--- src/rtl/uart_pkg.sv ---
// uart_pkg: shared constants and types for the UART receive FIFO.
//   PDATA_WIDTH  default character width
//   DEPTH        default FIFO depth (power of two)
//   rx_entry_t   one stored character {bi, fe, pe, data}
//   TRIG_*       FCR trigger-select encodings and trig_level() decoder
package uart_pkg;

    localparam int PDATA_WIDTH = 8;
    localparam int DEPTH       = 16;

    typedef struct packed {
        logic                   bi;
        logic                   fe;
        logic                   pe;
        logic [PDATA_WIDTH-1:0] data;
    } rx_entry_t;

    localparam logic [1:0] TRIG_1  = 2'b00;
    localparam logic [1:0] TRIG_4  = 2'b01;
    localparam logic [1:0] TRIG_8  = 2'b10;
    localparam logic [1:0] TRIG_14 = 2'b11;

    // Decode the FCR trigger select into an entry count.
    function automatic int unsigned trig_level(input logic [1:0] sel);
        case (sel)
            TRIG_1:  return 32'd1;
            TRIG_4:  return 32'd4;
            TRIG_8:  return 32'd8;
            TRIG_14: return 32'd14;
            default: return 32'd1;
        endcase
    endfunction

endpackage

--- src/rtl/uart_fifo_mem.sv ---
// uart_fifo_mem: DEPTH x WIDTH register array, one synchronous write port
// and one asynchronous read port. The array itself is not reset; the
// controller never presents an entry that has not been written.
//   clk    clock
//   we     write enable
//   waddr  write address
//   wdata  write data
//   raddr  read address
//   rdata  read data (combinational from raddr)
module uart_fifo_mem #(
    parameter int DEPTH = 16,
    parameter int WIDTH = 11,
    localparam int AW   = $clog2(DEPTH)
) (
    input  logic             clk,
    input  logic             we,
    input  logic [AW-1:0]    waddr,
    input  logic [WIDTH-1:0] wdata,
    input  logic [AW-1:0]    raddr,
    output logic [WIDTH-1:0] rdata
);

    logic [WIDTH-1:0] mem_q [DEPTH];

    // Single write port.
    always_ff @(posedge clk) begin
        if (we) begin
            mem_q[waddr] <= wdata;
        end
    end

    assign rdata = mem_q[raddr];

endmodule

--- src/rtl/uart_rx_fifo.sv ---
// uart_rx_fifo: 16550-style receive FIFO with show-ahead head presentation,
// sticky overrun, LSR bit-7 error tracking, trigger-level compare and an
// optional character-timeout detector.
// Optional feature macro: UART_RX_FIFO_TIMEOUT_EN (character timeout).
// Ports:
//   clk, rst                 clock, synchronous active-high reset
//   push, push_data, push_pe/fe/bi   character from the receiver
//   pop                      host RBR read
//   fifo_clr                 FCR receiver-FIFO reset
//   lsr_rd                   host LSR read (clears oe)
//   trig_lvl                 FCR trigger select (1/4/8/14)
//   char_tick                one pulse per character time
//   rd_data, rd_pe/fe/bi     head entry
//   dr, oe, fifo_err, trig_hit, timeout, count   status
module uart_rx_fifo #(
    parameter int DEPTH       = uart_pkg::DEPTH,
    parameter int PDATA_WIDTH = uart_pkg::PDATA_WIDTH
) (
    input  logic                     clk,
    input  logic                     rst,
    input  logic                     push,
    input  logic [PDATA_WIDTH-1:0]   push_data,
    input  logic                     push_pe,
    input  logic                     push_fe,
    input  logic                     push_bi,
    input  logic                     pop,
    input  logic                     fifo_clr,
    input  logic                     lsr_rd,
    input  logic [1:0]               trig_lvl,
    input  logic                     char_tick,
    output logic [PDATA_WIDTH-1:0]   rd_data,
    output logic                     rd_pe,
    output logic                     rd_fe,
    output logic                     rd_bi,
    output logic                     dr,
    output logic                     oe,
    output logic                     fifo_err,
    output logic                     trig_hit,
    output logic                     timeout,
    output logic [$clog2(DEPTH):0]   count
);

    import uart_pkg::*;

    localparam int AW = $clog2(DEPTH);
    localparam int CW = AW + 1;
    localparam int EW = PDATA_WIDTH + 3;

    logic [AW-1:0] wr_ptr_q, wr_ptr_d, rd_ptr_q, rd_ptr_d;
    logic [CW-1:0] count_q, count_d, err_cnt_q, err_cnt_d;
    logic          oe_q, oe_d;
    logic [EW-1:0] last_q, last_d;
    logic [EW-1:0] head_s, wr_entry_s, rd_entry_s;
    logic          full_s, empty_s, push_ok_s, pop_ok_s, overrun_s;

    assign full_s     = (count_q == CW'(DEPTH));
    assign empty_s    = (count_q == {CW{1'b0}});
    // A full FIFO still accepts a push when a pop frees the head slot.
    assign push_ok_s  = push & ~fifo_clr & (~full_s | pop);
    assign pop_ok_s   = pop & ~fifo_clr & ~empty_s;
    assign overrun_s  = push & ~fifo_clr & full_s & ~pop;
    assign wr_entry_s = {push_bi, push_fe, push_pe, push_data};

    uart_fifo_mem #(
        .DEPTH (DEPTH),
        .WIDTH (EW)
    ) u_mem (
        .clk   (clk),
        .we    (push_ok_s),
        .waddr (wr_ptr_q),
        .wdata (wr_entry_s),
        .raddr (rd_ptr_q),
        .rdata (head_s)
    );

    // Next-state for pointers, occupancy, error-entry count, overrun and last-read entry.
    always_comb begin
        wr_ptr_d  = wr_ptr_q;
        rd_ptr_d  = rd_ptr_q;
        count_d   = count_q;
        err_cnt_d = err_cnt_q;
        last_d    = last_q;
        if (fifo_clr) begin
            wr_ptr_d  = {AW{1'b0}};
            rd_ptr_d  = {AW{1'b0}};
            count_d   = {CW{1'b0}};
            err_cnt_d = {CW{1'b0}};
        end else begin
            if (push_ok_s) begin
                wr_ptr_d = wr_ptr_q + AW'(1);
            end else begin
                wr_ptr_d = wr_ptr_q;
            end
            if (pop_ok_s) begin
                rd_ptr_d = rd_ptr_q + AW'(1);
                last_d   = head_s;
            end else begin
                rd_ptr_d = rd_ptr_q;
                last_d   = last_q;
            end
            case ({push_ok_s, pop_ok_s})
                2'b10:   count_d = count_q + CW'(1);
                2'b01:   count_d = count_q - CW'(1);
                default: count_d = count_q;
            endcase
            case ({push_ok_s & (|wr_entry_s[EW-1:EW-3]), pop_ok_s & (|head_s[EW-1:EW-3])})
                2'b10:   err_cnt_d = err_cnt_q + CW'(1);
                2'b01:   err_cnt_d = err_cnt_q - CW'(1);
                default: err_cnt_d = err_cnt_q;
            endcase
        end
        // A fresh overrun wins over a simultaneous LSR read.
        if (overrun_s) begin
            oe_d = 1'b1;
        end else if (lsr_rd) begin
            oe_d = 1'b0;
        end else begin
            oe_d = oe_q;
        end
    end

    // Control state registers.
    always_ff @(posedge clk) begin
        if (rst) begin
            wr_ptr_q  <= {AW{1'b0}};
            rd_ptr_q  <= {AW{1'b0}};
            count_q   <= {CW{1'b0}};
            err_cnt_q <= {CW{1'b0}};
            oe_q      <= 1'b0;
            last_q    <= {EW{1'b0}};
        end else begin
            wr_ptr_q  <= wr_ptr_d;
            rd_ptr_q  <= rd_ptr_d;
            count_q   <= count_d;
            err_cnt_q <= err_cnt_d;
            oe_q      <= oe_d;
            last_q    <= last_d;
        end
    end

    // Show-ahead head while data is resident; otherwise hold the last entry read.
    always_comb begin
        if (!empty_s) begin
            rd_entry_s = head_s;
        end else begin
            rd_entry_s = last_q;
        end
    end

    assign rd_data  = rd_entry_s[PDATA_WIDTH-1:0];
    assign rd_pe    = rd_entry_s[EW-3];
    assign rd_fe    = rd_entry_s[EW-2];
    assign rd_bi    = rd_entry_s[EW-1];
    assign dr       = ~empty_s;
    assign oe       = oe_q;
    assign fifo_err = (err_cnt_q != {CW{1'b0}});
    assign trig_hit = (32'(count_q) >= trig_level(trig_lvl));
    assign count    = count_q;

`ifdef UART_RX_FIFO_TIMEOUT_EN
    logic [2:0] idle_q, idle_d;
    logic       timeout_q, timeout_d;

    // Idle character-time counter; saturates at the timeout threshold of 4.
    always_comb begin
        if (fifo_clr || push || pop || empty_s) begin
            idle_d = 3'd0;
        end else if (char_tick && (idle_q != 3'd4)) begin
            idle_d = idle_q + 3'd1;
        end else begin
            idle_d = idle_q;
        end
        if (fifo_clr || push || pop) begin
            timeout_d = 1'b0;
        end else if (idle_d == 3'd4) begin
            timeout_d = 1'b1;
        end else begin
            timeout_d = timeout_q;
        end
    end

    // Timeout state registers.
    always_ff @(posedge clk) begin
        if (rst) begin
            idle_q    <= 3'd0;
            timeout_q <= 1'b0;
        end else begin
            idle_q    <= idle_d;
            timeout_q <= timeout_d;
        end
    end

    assign timeout = timeout_q;
`else
    logic unused_char_tick_s;
    assign unused_char_tick_s = char_tick;
    assign timeout            = 1'b0;
`endif

endmodule
--- config.mk ---
export PLATFORM = sky130hd
export DESIGN_NAME = uart_rx_fifo
export DESIGN_NICKNAME = d
export VERILOG_FILES = /design/src/rtl/uart_pkg.sv /design/src/rtl/uart_fifo_mem.sv /design/src/rtl/uart_rx_fifo.sv
export SDC_FILE = /design/constraint.sdc
export NUM_CORES = 1
export LEC_CHECK = 0
export CAP_MARGIN = 25
export CORE_MARGIN = 5
export CORE_UTILIZATION = 54
export CTS_CLUSTER_DIAMETER = 150
export DETAILED_ROUTE_END_ITERATION = 10
export GPL_TIMING_DRIVEN = 0
export PLACE_DENSITY = 0.75
export SLEW_MARGIN = 20
export SYNTH_ARGS = -nofsm -noshare
export SYNTH_HDL_FRONTEND = slang
export SYNTH_SLANG_ARGS = --single-unit
--- constraint.sdc ---
create_clock -name clk -period 3 [get_ports clk]
set_input_delay 0.75 -clock clk [delete_from_list [all_inputs] [get_ports clk]]
set_output_delay 0.75 -clock clk [all_outputs]
set_load 0.05 [all_outputs]
==> results_dict.tcl, run 1 <==
set metrics [dict create \
    outcome "finished, violations left" \
    violations "setup timing" \
    fin_nets 631 \
    final.setup_skew_ns 0.0195 \
    setup_tns_ns -3.35 \
    routed.top_layer "met4" \
    dieHeight_um 136 \
    antenna_found_initial 0 \
    holdWs_ns 0.454 \
    total_power_mw 6.15 \
    layout_commonest_cell "edfxtp_1" \
    place.gp.congestion 0.791 \
    design_area_um2 10600 \
    cts_sinks 210 \
    synth-edff-count 176 \
    drt_iter0_drc 442 \
    dr_wl_met2_um 9350 \
    wl_met3_um 1400 \
    synth_cell_types 43 \
    clk_latency_ns 0.52 \
    min_period_ns 3.32 \
    worst_path_most_repeated_cell "buf_12" \
    fp.coreArea_um2 15800 \
    gr-total-overflow 0 \
    num_rows 46 \
    ys.flop_type "edfxtp_1" \
    fp.dieW_um 136 \
    cp_data_arrival_time_ns 2.57 \
    dr.pass1.iters 5 \
    worst-r2r-setup-slack_ns -0.27 \
    grt_max_degree 18 \
    power.leakage_nw 3.58 \
    finalSetupViolations 13 \
    yosysSeqAreaShare_pct 69.2 \
    hpwl_um 11600 \
    period_share_pct 111 \
    clk_path_buf_depth 3 \
    final_layout_size_suffix_gt1_share_pct 34.7 \
    cts_tree "built" \
    via_per_inst 5.77 \
    start_kind "flip-flop" \
    ys_async_sr_fraction_pct 0 \
    hold_class "flip-flop to flip-flop" \
    root_buffer "clkbuf_16" \
    synth_nets 539 \
    place_area_um2 9420 \
    diodes 0 \
    hold_buffers 0 \
    area_growth_pct 23.5 \
    vias 4739 \
    critPathSlowestCell "mux4_2" \
    remaining_drc_errors 0 \
    cts_buffers 22 \
    drv_slew 0 \
    wire_per_inst_um 22.5 \
    syn_area_per_cell_um2 17.2 \
    max_freq_mhz 301 \
    required_ns 2.25 \
    peakVddDrop_mv 0.518 \
    grt_pass1_wl_um 28000 \
    worstMarginPinSlew_ns 0.785 \
    grt_setup_unrepaired "true" \
    path_max_fanout 7 \
    grt_pass1_vias 4792 \
    nFillCells 1067 \
    die_area_um2 18600 \
    ctsHtreeMaxLevel 1 \
    hold_viol 0 \
    p_per_area_nw_per_um2 578 \
    port_buffers 38 \
    preCtsSetupSlack_ns -0.958 \
    path_cells "buf_12 > buf_12 > mux4_2 > a22oi_2 > nand2_2 > buf_6 > mux2_4 > buf_8" \
    worstSetupPathType "flip-flop to primary output" \
    drt_wl_total_um 18500 \
    synthesis.area_um2 8620 \
    postSynthCellCount 500 \
    wl_met1_um 7270 \
    layout_common_cells "176 x edfxtp_1, 43 x mux4_2, 32 x nand2_1" \
    maxSlewHeadroom_pct 47.6 \
    grt_usage_pct 20.3 \
    ys_ff_latch 210 \
    floorplan.initialDensity_pct 54.7 \
    crit_path_end_kind "primary output" \
    path_clk_slew_ns 0.06 \
    pin_count 41 \
    critical-path-max-stage-delay_ns 0.53 \
    fin_ws_ns -0.325 \
    drv_cap 0 \
    ant_nets 0 \
    ys.warnings.count 0 \
]
-- final cells by class --
class	count	area [µm²]	share of cell area (%)
inverter	13	48.8	0.459
sequential	210	5980	56.2
buffer	24	204	1.92
clock buffer	30	581	5.46
tap	216	270	2.54
multi-input combinational	252	2640	24.8
clock inverter	8	138	1.29
timing repair buffer	69	785	7.37
-- cell families after synthesis --
logic type	count (synthesis)	synth area share, %
AND/OR/NAND/NOR	107	5.52
adder cells (fa/ha/maj)	19	2.93
AO/OA/AOI/OAI	54	4.01
other	1	0.0435
flip-flops	210	69.2
buffers and inverters	38	2.54
XOR/XNOR	12	1.22
multiplexers	59	14.5
-- worst max-delay path, delay by kind of cell, from the launching register on --
kind | cells | cell delay [ns]
DFF | 1 | 0.36
buffers and inverters | 4 | 0.59
AOI/OAI and AO/OA | 1 | 0.21
muxes | 2 | 0.79
and+or+nand+nor | 1 | 0.12
-- power by group --
group | leakage [nW] | switching, mW | internal [mW]
Clock | 0.345 | 1.07 | 1.62
Sequential | 1.86 | 0.00739 | 3.17
Combinational | 1.37 | 0.163 | 0.115
Total | 3.58 | 1.24 | 4.91
-- per-stage QoR --
step / cells / util, %
detailed placement: 763 / 59.7
global placement: 754 / 59.0
finish: 822 / 67.5
global route: 822 / 67.5
CTS: 814 / 67.0
floorplan: 500 / -
-- timing repair --
action | 4_1_cts | 5_1_grt
gates cloned | 5 | 0
resized for setup | 165 | 17
setup endpoints to repair | 17 | 17
pin swaps | 35 | 20
setup buffers | 9 | 8
-- Yosys cell counts (2+ instances only) --
| master | number | share of area, % |
|---|---|---|
| xor2_1 | 8 | 0.81 |
| dfxtp_1 | 34 | 7.9 |
| buf_4 | 4 | 0.35 |
| nor2_1 | 36 | 1.6 |
| a21oi_1 | 23 | 1.3 |
| nor3_1 | 6 | 0.35 |
| ha_1 | 17 | 2.5 |
| mux2i_1 | 4 | 0.46 |
| clkbuf_1 | 7 | 0.30 |
| nand2_1 | 44 | 1.9 |
| buf_12 | 2 | 0.46 |
| fa_1 | 2 | 0.46 |
| mux4_2 | 25 | 6.5 |
| o31ai_1 | 2 | 0.17 |
| mux2_4 | 7 | 1.2 |
| edfxtp_1 | 176 | 61 |
| buf_2 | 8 | 0.46 |
| a21o_1 | 3 | 0.26 |
| nand4_1 | 2 | 0.15 |
| mux4_1 | 19 | 5.8 |
| xnor2_1 | 4 | 0.41 |
| o21ai_0 | 3 | 0.17 |
| nor2b_1 | 4 | 0.29 |
| buf_6 | 2 | 0.26 |
| nand2b_1 | 5 | 0.36 |
| mux2_2 | 4 | 0.52 |
| a22oi_1 | 22 | 1.9 |
| inv_1 | 12 | 0.52 |
-- state kept, by name (all words and copies together), names as in the netlist, named ones only --
register and count:
count 5, err_cnt_q 5, last_q 11, oe 1, rd_ptr_q 4, u_mem.mem_q 176
wr_ptr_q 4
-- path summary, 6_finish.rpt --
path,from,end,depth (start not counted)
max,flip-flop,rd_fe,8
max reg2reg,flip-flop,err_cnt_q[4]$_SDFFE_PP0P_,14
min reg2reg,last_q[7]$_SDFFE_PP0P_,last_q[7]$_SDFFE_PP0P_,2
min,last_q[7]$_SDFFE_PP0P_,last_q[7]$_SDFFE_PP0P_,2
-- metal layers --
metal / up-vias / global-route usage [%]
met2: 212 / 34.3
met1: 2374 / 27.0
met5: - / 0
met3: 37 / 4.15
met4: 0 / 5.60
li1: 2116 / -
Note: power is estimated with default switching activity, not from simulation.
==> run 2: changes to the inputs <==
CORE_ASPECT_RATIO = 0.8   (was unset)
==> results_dict.tcl, run 2 (synthesized netlist as in run 1, its figures left out) <==
set metrics [dict create \
    diodes 0 \
    port_buffers 38 \
    cp_top_family "multiplexers" \
    final_cells 827 \
    reg_top3 "u_mem.mem_q (176), last_q (11)" \
    hold_viol 0 \
    layout_common_cells "176 x edfxtp_1, 38 x mux4_2, 34 x nand2_1" \
    ctsHtreeMaxLevel 1 \
    cts_sinks 210 \
    clk_latency_ns 0.49 \
    pin_count 41 \
    place.gp.congestion 0.793 \
    power.leakage_nw 3.60 \
    violations "setup timing" \
    hpwl_um 12200 \
    finalSetupViolations 13 \
    fin_ws_ns -0.375 \
    antenna_found_initial 0 \
    num_rows 41 \
    dieHeight_um 123 \
    placed_cells 761 \
    grt_max_degree 18 \
    hold_buffers 0 \
    clk_path_buf_depth 3 \
    dr.pass1.iters 5 \
    fp.coreArea_um2 15700 \
    root_buffer "clkbuf_16" \
    path_clk_slew_ns 0.06 \
    path_cells "buf_12 > buf_12 > buf_4 > mux4_2 > a22oi_2 > nand2_1 > mux2_4 > buf_8" \
    grt_setup_unrepaired "true" \
    wire_per_inst_um 23.8 \
    max_freq_mhz 296 \
    drt_iter0_drc 430 \
    grt_usage_pct 21.8 \
    via_per_inst 5.90 \
    path_max_fanout 5 \
    setup_tns_ns -3.87 \
    remaining_drc_errors 0 \
    worst-r2r-setup-slack_ns -0.37 \
    worst_path_most_repeated_cell "buf_12" \
    worstSetupPathType "flip-flop to primary output" \
    area_growth_pct 23.1 \
    grt_pass1_vias 5102 \
    cts_buffers 21 \
    ant_nets 0 \
    fin_nets 638 \
    cp_data_arrival_time_ns 2.62 \
    maxSlewHeadroom_pct 47.1 \
    hold_class "flip-flop to flip-flop" \
    largest_register_ffs 176 \
    critical-path-max-stage-delay_ns 0.52 \
    final.setup_skew_ns 0.0122 \
    start_kind "flip-flop" \
    path_buf_inv 4 \
    gr-total-overflow 0 \
    p_per_area_nw_per_um2 562 \
    layout_commonest_cell "edfxtp_1" \
    drv_cap 0 \
    drv_slew 0 \
    preCtsSetupSlack_ns -0.782 \
    required_ns 2.25 \
    period_share_pct 112 \
    peakVddDrop_mv 0.426 \
    crit_path_end_kind "primary output" \
    outcome "finished, violations left" \
    fp.dieW_um 151 \
    cts_tree "built" \
    floorplan.initialDensity_pct 54.9 \
    min_period_ns 3.37 \
    vias 4880 \
    grt_pass1_wl_um 29700 \
    drt_wl_total_um 19700 \
    largest-register "u_mem.mem_q" \
    die_area_um2 18600 \
    worstMarginPinSlew_ns 0.793 \
    critPathSlowestCell "mux4_2" \
    final_layout_size_suffix_gt1_share_pct 34.2 \
]
## run 2: per-stage QoR
step	power [mW]	area (µm²)	hold WS, ns	utilization (%)
after CTS	5.98	10400	0.457	66.2
after detailed placement	3.48	9410	0.447	59.9
final	5.96	10600	0.458	67.6
after global placement	3.47	9300	0.440	59.3
after global routing	6.16	10600	0.476	67.6
after floorplan	3.37	8650	0.428	-
## run 2: area by class of cell
cell class,count,area (µm²)
Fill cell,1021,5090
Timing Repair Buffer,78,823
Multi-Input combinational cell,252,2640
Tap cell,215,269
Sequential cell,210,5980
Inverter,13,51.3
Clock inverter,7,71.3
Clock buffer,29,586
Buffer,23,198
## run 2: metal layers
layer / track usage (%) / wire length, µm / up-vias
li1: - / - / 2139
met1: 30.8 / 8020 / 2496
met2: 34.1 / 9500 / 209
met3: 5.42 / 1650 / 36
met4: 6.29 / 487 / 0
met5: 0 / 0 / -
## run 2: where the power goes
part | total (mW) | internal, mW | leakage, nW | switching, mW
Clock | 2.50 | 1.45 | 0.318 | 1.05
Sequential | 3.18 | 3.17 | 1.86 | 0.00799
Combinational | 0.283 | 0.117 | 1.42 | 0.166
## run 2: worst reg2reg max path: cells and delay by family (launching register included)
kind	cells	cell delay, ns
and+or+nand+nor	6	1.13
muxes	1	0.54
AOI/OAI and AO/OA	3	0.50
adders and majority gates	2	0.48
DFF	1	0.39
buffers and inverters	2	0.26
## run 2: repair_timing
action	in CTS	in global routing
buffers inserted	9	16
setup endpoints to repair	18	16
resized for setup	149	15
cloned	3	1
pin swaps	25	18
## run 2: worst paths after layout
check                              start                        end  cells after the start
setup reg to reg               flip-flop  err_cnt_q[4]$_SDFFE_PP0P_                     14
setup / recovery               flip-flop                 rd_data[0]                      8
hold reg to reg   last_q[4]$_SDFFE_PP0P_     last_q[4]$_SDFFE_PP0P_                      2
hold / removal    last_q[4]$_SDFFE_PP0P_     last_q[4]$_SDFFE_PP0P_                      2
